<file path="config.mk">
export PLATFORM = sky130hd
export DESIGN_NAME = lif_neuron_layer_seq_flat
export DESIGN_NICKNAME = d
export VERILOG_FILES = /design/src/rtl/lif_neuron_layer_seq_if.sv /design/src/rtl/lif_neuron_layer_seq.sv /design/src/flat_wrapper.sv
export SDC_FILE = /design/constraint.sdc
export NUM_CORES = 1
export LEC_CHECK = 0
export CORE_AREA = 2 2 275 277
export CTS_CLUSTER_DIAMETER = 30
export CTS_CLUSTER_SIZE = 8
export DETAILED_ROUTE_END_ITERATION = 12
export DIE_AREA = 0 0 277 279
export GPL_TIMING_DRIVEN = 0
export PLACE_DENSITY_LB_ADDON = 0.08
export SKIP_LAST_GASP = 1
export SYNTH_ARGS = -nofsm -noshare
export SYNTH_HDL_FRONTEND = slang
export SYNTH_SLANG_ARGS = --single-unit
</file>
<file path="constraint.sdc">
create_clock -name clk -period 4.9 [get_ports clk]
set_clock_uncertainty 0.15 [all_clocks]
set_input_delay 0.98 -clock clk [delete_from_list [all_inputs] [get_ports clk]]
set_output_delay 0.98 -clock clk [all_outputs]
set_load 0.05 [all_outputs]
</file>
<file path="src/rtl/lif_neuron_layer_seq_if.sv">
// Timestep handshake between a spike source and the LIF layer: spike vector in, spike vector out.
interface lif_neuron_layer_seq_if #(
    parameter int unsigned N_IN  = 8,
    parameter int unsigned N_OUT = 8
);
    logic             in_valid;
    logic             in_ready;
    logic [N_IN-1:0]  in_spikes;
    logic             out_valid;
    logic [N_OUT-1:0] out_spikes;

    modport master (
        output in_valid,
        output in_spikes,
        input  in_ready,
        input  out_valid,
        input  out_spikes
    );

    modport slave (
        input  in_valid,
        input  in_spikes,
        output in_ready,
        output out_valid,
        output out_spikes
    );
endinterface

</file>
<file path="src/rtl/lif_neuron_layer_seq.sv">
// Leaky-integrate-and-fire layer: one timestep per accepted spike vector, inputs folded in one
// per cycle, then a single fire/leak cycle for all neurons.
module lif_neuron_layer_seq #(
    parameter int unsigned N_IN       = 8,
    parameter int unsigned N_OUT      = 8,
    parameter int unsigned W_WT       = 4,
    parameter int unsigned W_MEM      = 8,
    parameter int unsigned LEAK_SHIFT = 2,
    parameter int unsigned REFRAC     = 2
) (
    input  logic                            clk,
    input  logic                            rst_n,
    input  logic                            ena,
    input  logic                            cfg_we,
    input  logic [$clog2(N_IN*N_OUT)-1:0]   cfg_addr,
    input  logic signed [W_WT-1:0]          cfg_wdata,
    input  logic signed [W_MEM-1:0]         threshold,
    lif_neuron_layer_seq_if.slave           ts,
    output logic                            busy,
    input  logic [$clog2(N_OUT)-1:0]        dbg_addr,
    output logic signed [W_MEM-1:0]         dbg_mem
);
    localparam int unsigned W_ADDR = $clog2(N_IN * N_OUT);
    localparam int unsigned W_IDX  = (N_IN > 1) ? $clog2(N_IN) : 1;
    localparam int unsigned W_REF  = (REFRAC > 0) ? $clog2(REFRAC + 1) : 1;
    localparam int unsigned W_EXT  = W_MEM + 1;

    localparam logic [1:0] StIdle  = 2'd0;
    localparam logic [1:0] StAccum = 2'd1;
    localparam logic [1:0] StFire  = 2'd2;

    localparam logic signed [W_MEM-1:0] MEM_MAX = {1'b0, {(W_MEM-1){1'b1}}};
    localparam logic signed [W_MEM-1:0] MEM_MIN = {1'b1, {(W_MEM-1){1'b0}}};

    logic [1:0]               state_q, state_d;
    logic [W_IDX-1:0]         idx_q;
    logic [N_IN-1:0]          spikes_q;
    logic [N_OUT-1:0]         out_spikes_q;
    logic [N_OUT-1:0]         fire_d;
    logic signed [W_MEM-1:0]  mem_q [N_OUT];
    logic signed [W_MEM-1:0]  mem_d [N_OUT];
    logic signed [W_MEM-1:0]  leak_m [N_OUT];
    logic [W_REF-1:0]         ref_q [N_OUT];
    logic [W_REF-1:0]         ref_d [N_OUT];
    logic signed [W_WT-1:0]   w_q [N_IN*N_OUT];

    // Operands arrive one bit wider than the membrane, so a top-two-bit mismatch means overflow.
    function automatic logic signed [W_MEM-1:0] sat(input logic signed [W_EXT-1:0] x);
        if (x[W_EXT-1] != x[W_EXT-2]) begin
            sat = x[W_EXT-1] ? MEM_MIN : MEM_MAX;
        end else begin
            sat = x[W_MEM-1:0];
        end
    endfunction

    always_comb begin
        state_d = state_q;
        unique case (state_q)
            StIdle:  if (ts.in_valid) state_d = StAccum;
            StAccum: if (idx_q == W_IDX'(N_IN - 1)) state_d = StFire;
            StFire:  state_d = StIdle;
            default: state_d = StIdle;
        endcase
    end

    always_comb begin
        for (int unsigned j = 0; j < N_OUT; j++) begin
            leak_m[j] = sat(W_EXT'(mem_q[j]) - W_EXT'(mem_q[j] >>> LEAK_SHIFT));
        end
    end

    always_comb begin
        mem_d  = mem_q;
        ref_d  = ref_q;
        fire_d = '0;
        for (int unsigned j = 0; j < N_OUT; j++) begin
            if (state_q == StAccum) begin
                if (spikes_q[idx_q] && ref_q[j] == '0) begin
                    mem_d[j] = sat(W_EXT'(mem_q[j])
                                   + W_EXT'(w_q[W_ADDR'(j * N_IN) + W_ADDR'(idx_q)]));
                end
            end else if (state_q == StFire) begin
                if (ref_q[j] != '0) begin
                    mem_d[j] = '0;
                    ref_d[j] = ref_q[j] - W_REF'(1);
                end else if (leak_m[j] >= threshold) begin
                    fire_d[j] = 1'b1;
                    mem_d[j]  = '0;
                    ref_d[j]  = W_REF'(REFRAC);
                end else begin
                    mem_d[j] = leak_m[j];
                end
            end
        end
    end

    always_ff @(posedge clk or negedge rst_n) begin
        if (!rst_n) begin
            state_q      <= StIdle;
            idx_q        <= '0;
            spikes_q     <= '0;
            out_spikes_q <= '0;
            for (int unsigned j = 0; j < N_OUT; j++) begin
                mem_q[j] <= '0;
                ref_q[j] <= '0;
            end
            for (int unsigned k = 0; k < N_IN * N_OUT; k++) begin
                w_q[k] <= '0;
            end
        end else if (ena) begin
            state_q <= state_d;
            mem_q   <= mem_d;
            ref_q   <= ref_d;
            if (state_q == StIdle) begin
                // Weight write lands on this edge, ahead of the first accumulate cycle.
                if (cfg_we) w_q[cfg_addr] <= cfg_wdata;
                if (ts.in_valid) begin
                    spikes_q <= ts.in_spikes;
                    idx_q    <= '0;
                end
            end else if (state_q == StAccum) begin
                idx_q <= idx_q + W_IDX'(1);
            end
            if (state_q == StFire) out_spikes_q <= fire_d;
        end
    end

    // During FIRE the fresh spikes are shown directly so they line up with out_valid.
    assign ts.in_ready   = (state_q == StIdle);
    assign ts.out_valid  = (state_q == StFire);
    assign ts.out_spikes = (state_q == StFire) ? fire_d : out_spikes_q;
    assign busy          = (state_q != StIdle);
    assign dbg_mem       = mem_q[dbg_addr];
endmodule

</file>
<file path="src/flat_wrapper.sv">
// flat-port wrapper written by rule: the top's interface ports become plain ports
module lif_neuron_layer_seq_flat 
#(
    parameter int unsigned N_IN       = 8,
    parameter int unsigned N_OUT      = 8,
    parameter int unsigned W_WT       = 4,
    parameter int unsigned W_MEM      = 8,
    parameter int unsigned LEAK_SHIFT = 2,
    parameter int unsigned REFRAC     = 2
)
  (clk, rst_n, ena, cfg_we, cfg_addr, cfg_wdata, threshold, busy, dbg_addr, dbg_mem, ts_in_valid, ts_in_spikes, ts_in_ready, ts_out_valid, ts_out_spikes);
  lif_neuron_layer_seq_if #(.N_IN(N_IN), .N_OUT(N_OUT)) ts_i ();
  input  logic clk;
  input  logic rst_n;
  input  logic ena;
  input  logic cfg_we;
  input  logic [$clog2(N_IN*N_OUT)-1:0] cfg_addr;
  input  logic signed [W_WT-1:0] cfg_wdata;
  input  logic signed [W_MEM-1:0] threshold;
  output logic busy;
  input  logic [$clog2(N_OUT)-1:0] dbg_addr;
  output logic signed [W_MEM-1:0] dbg_mem;
  input wire logic [$bits(ts_i.in_valid)-1:0] ts_in_valid;
  input wire logic [$bits(ts_i.in_spikes)-1:0] ts_in_spikes;
  output wire logic [$bits(ts_i.in_ready)-1:0] ts_in_ready;
  output wire logic [$bits(ts_i.out_valid)-1:0] ts_out_valid;
  output wire logic [$bits(ts_i.out_spikes)-1:0] ts_out_spikes;
  assign ts_i.in_valid = ts_in_valid;
  assign ts_i.in_spikes = ts_in_spikes;
  assign ts_in_ready = ts_i.in_ready;
  assign ts_out_valid = ts_i.out_valid;
  assign ts_out_spikes = ts_i.out_spikes;
  lif_neuron_layer_seq #(.N_IN(N_IN), .N_OUT(N_OUT), .W_WT(W_WT), .W_MEM(W_MEM), .LEAK_SHIFT(LEAK_SHIFT), .REFRAC(REFRAC)) u_core (.clk(clk), .rst_n(rst_n), .ena(ena), .cfg_we(cfg_we), .cfg_addr(cfg_addr), .cfg_wdata(cfg_wdata), .threshold(threshold), .ts(ts_i), .busy(busy), .dbg_addr(dbg_addr), .dbg_mem(dbg_mem));
endmodule
</file>
==> flow_summary_export.csv <==
group,metric,value,unit
synthesis,synth.avg_cell_area,10.4,µm²
setup_path,endpoint_kind,"output pin",
grt,antenna_found_initial,7,
clocking,cts_tree,"done",
pwr,leakage,15.2,nW
sta,tns,-6.30,ns
sta,finalCritPeriodShare,1.20,
floorplanning,initial_utilization,0.349,
clocking,clk_pin_slew,0.04,ns
place,port_buffers,43,
synthesis,yosysWarnings,0,
setup_path,critPathLaunchType,"flip-flop",
setup_path,required,3.77,ns
synthesis,synth_top_cell_area_share,0.345,
cells_and_area,nNetsFinal,3020,
grt,grt-ovfl-total,0,
floorplanning,rows,100,
worst_hold_path,min-delay-path-class,"in2async",
grt,grt_util_all_layers,0.225,
sta,final-setup-viol-count,9,
setup_path,critPathMaxStageDelay,0.40,ns
sta,slew-limit-headroom,0.211,
floorplanning,die-area,77300,µm²
synthesis,synth_top_area_cell,"dfrtp_1",
clocking,cts_root_buf,"clkbuf_16",
status,status,"finished, violations left",
drt,totalWireLength,87800,µm
drt,drt_iter0_drc,1150,
grt,grt_pass1_wl,132000,µm
synthesis,synth_edf_count,0,
floorplanning,coreArea,74100,µm²
clocking,insertion_delay,0.65,ns
synthesis,synth_nets,2760,
setup_path,crit_arrival,4.77,ns
pwr,total_power,0.0258,W
synthesis,ys_seq_area_frac,0.345,
drt,drt_pass1_iterations,5,
pwr,ir_worst_vdd,0.501,mV
floorplanning,ios,53,
setup_path,crit_slowest_cell,"dfrtp_2",
synthesis,synth_area_leaders,"dfrtp_1 (35%), mux2_2 (13%), ha_1 (10%), mux4_2 (7.1%), nand2_1 (2.6%)",
sta,fmax,170,MHz
status,violations,"setup timing",
sta,grt_setup_unrepaired,"yes",
clocking,htreeDepth,3,
cells_and_area,final_util,0.447,
cells_and_area,area_growth,27.8,%
grt,grt_pass1_vias,21667,
synthesis,syn-instance-count,2494,
place,dp_hpwl,62700,µm
synthesis,async_reset_ff_frac,1.00,
job,cap_violations,0,
sta,final_max_slew_viol_count,0,
setup_path,crit_fanout,6,
floorplanning,die_w,277,µm
sta,layout_setup_ws,-0.997,ns
drt,viasPerCell,5.55,
synthesis,synth-main-ff-cell,"dfrtp_1",
grt,grt_max_degree,124,
synthesis,yosysUniqueCellTypes,91,
sta,hold_viol_final,0,
drt,route.detailed.drc,0,
clocking,cts_made_buffers,94,
drt,vias,21103,
drt,drtAntennaViolNets,0,
clocking,hold_buffers,0,
setup_path,crit_chain,"inv_2 > ha_4 > nor2b_4 > o21ai_2 > a21boi_2 > o21a_1 > o21a_1 > o21ai_2 > nor2b_1 > ha_1 > buf_8 > inv_8 > a211oi_4 > buf_4 > nor3_4 > ha_4 > a21oi_2 > o22ai_1 > o32a_1 > a31oi_4 > nand2b_4 > o21ai_4 > buf_6",
place,place_congestion,0.859,
synthesis,synth_common_cells,"dfrtp_1 (357), mux2_2 (303), ha_1 (216)",
pwr,powerDensity,781,nW/µm²
clocking,cts.sinks,357,
synthesis,synth.ff_latch_count,357,
setup_path,crit_type,"reg2out",
synthesis,synth.most_common_cell,"dfrtp_1",
sta,worst_slew_pin_slew,1.18,ns
cells_and_area,drive_gt1_frac,0.340,
clocking,ctsLongestPathBuffers,3,
synthesis,syn-cell-area,25900,µm²
floorplanning,die_h,279,µm
sta,layout_min_cycle_time,5.90,ns
drt,wl_per_cell,23.1,µm
[critical path, delay by kind of cell, from the launching register on]
| family | cells | cell delay [ns] |
|---|---|---|
| AOI/OAI and AO/OA | 11 | 1.93 |
| buffers and inverters | 5 | 0.64 |
| adders and majority gates | 3 | 0.64 |
| and+or+nand+nor | 4 | 0.52 |
| DFF | 1 | 0.40 |
[path summary, 6_finish.rpt]
check | slack [ns] | startpoint | cells after the start | end
max reg2reg | -0.02 | u_core.mem_q[11]$_DFFE_PN0P_ | 25 | u_core.mem_q[12]$_DFFE_PN0P_
max | -1.0 | u_core.mem_q[11]$_DFFE_PN0P_ | 23 | ts_out_spikes[6]
min reg2reg | 0.32 | u_core.out_spikes_q[2]$_DFFE_PN0P_ | 2 | u_core.out_spikes_q[2]$_DFFE_PN0P_
min | 0.14 | rst_n | 1 | u_core.w_q[146]$_DFFE_PN0P_
min in group clk | 0.32 | u_core.out_spikes_q[2]$_DFFE_PN0P_ | 2 | u_core.out_spikes_q[2]$_DFFE_PN0P_
max in group asynchronous | 3.37 | rst_n | 2 | u_core.mem_q[63]$_DFFE_PN0P_
[state kept, by name, indices dropped and copies added, names as in the netlist]
register / cells
u_core.mem_q: 64
u_core.spikes_q: 8
u_core.state_q: 2
u_core.w_q: 256
u_core.out_spikes_q: 8
u_core.idx_q: 3
u_core.ref_q: 16
[logic make-up after synthesis]
logic type      synth area share
simple gates               0.119
compound gates             0.152
mux                        0.210
flops                      0.345
buf+inv                   0.0379
fa+ha+maj                  0.120
xor+xnor                  0.0169
[per-layer routing]
layer | global-route usage | share of wire | up-vias
li1 | - | - | 9834
met1 | 0.286 | 0.44 | 10640
met2 | 0.386 | 0.49 | 468
met3 | 0.0321 | 0.035 | 161
met4 | 0.0877 | 0.039 | 0
met5 | 0 | 0 | -
[per-stage QoR]
step           setup slack (ns)  area, µm²  hold slack [ns]  cells
2_1_floorplan            -0.190      26100            0.296   2494
3_3_place_gp             -13.40      27800            0.311   3506
3_5_place_dp              -1.94      27900            0.316   3509
4_1_cts                   -1.02      32400            0.153   3760
5_1_grt                   -1.23      33100            0.175   3798
6_report                 -0.997      33100            0.138   3800
[timing repair]
item | 4_1_cts | 5_1_grt
pin swaps | 62 | 65
resized for setup | 207 | 107
setup buffers | 82 | 38
endpoints found under the setup margin | 81 | 65
gates cloned | 1 | 0
[report_power, final]
| part | total (W) | leakage, nW | switching, W | internal [W] |
|---|---|---|---|---|
| Clock | 0.00633 | 1.63 | 0.00192 | 0.00441 |
| Combinational | 0.0156 | 8.79 | 0.00856 | 0.00707 |
| Sequential | 0.00388 | 4.75 | 0.000467 | 0.00341 |
| Total | 0.0258 | 15.2 | 0.0109 | 0.0149 |
[placed cells by master, fill, tap and decap left out, types with 39 or more instances in the layout]
| cell | count |
|---|---|
| a21oi_1 | 96 |
| buf_4 | 124 |
| clkbuf_1 | 74 |
| clkbuf_16 | 94 |
| dfrtp_1 | 318 |
| dfrtp_2 | 39 |
| ha_1 | 186 |
| inv_1 | 146 |
| mux2_2 | 302 |
| mux4_2 | 82 |
| nand2_1 | 171 |
| nor2_1 | 151 |
| o21a_1 | 41 |
| o21ai_0 | 91 |
[cell type report]
cell class,count,area [µm²]
Sequential cell,357,8980
Buffer,92,470
Multi-Input combinational cell,1883,17100
Clock buffer,135,2730
Timing Repair Buffer,167,1440
Clock inverter,36,581
Fill cell,7022,41000
Tap cell,969,1210
Inverter,159,612
Antenna cell,2,5.00
Power figures use the tool's default switching activity.
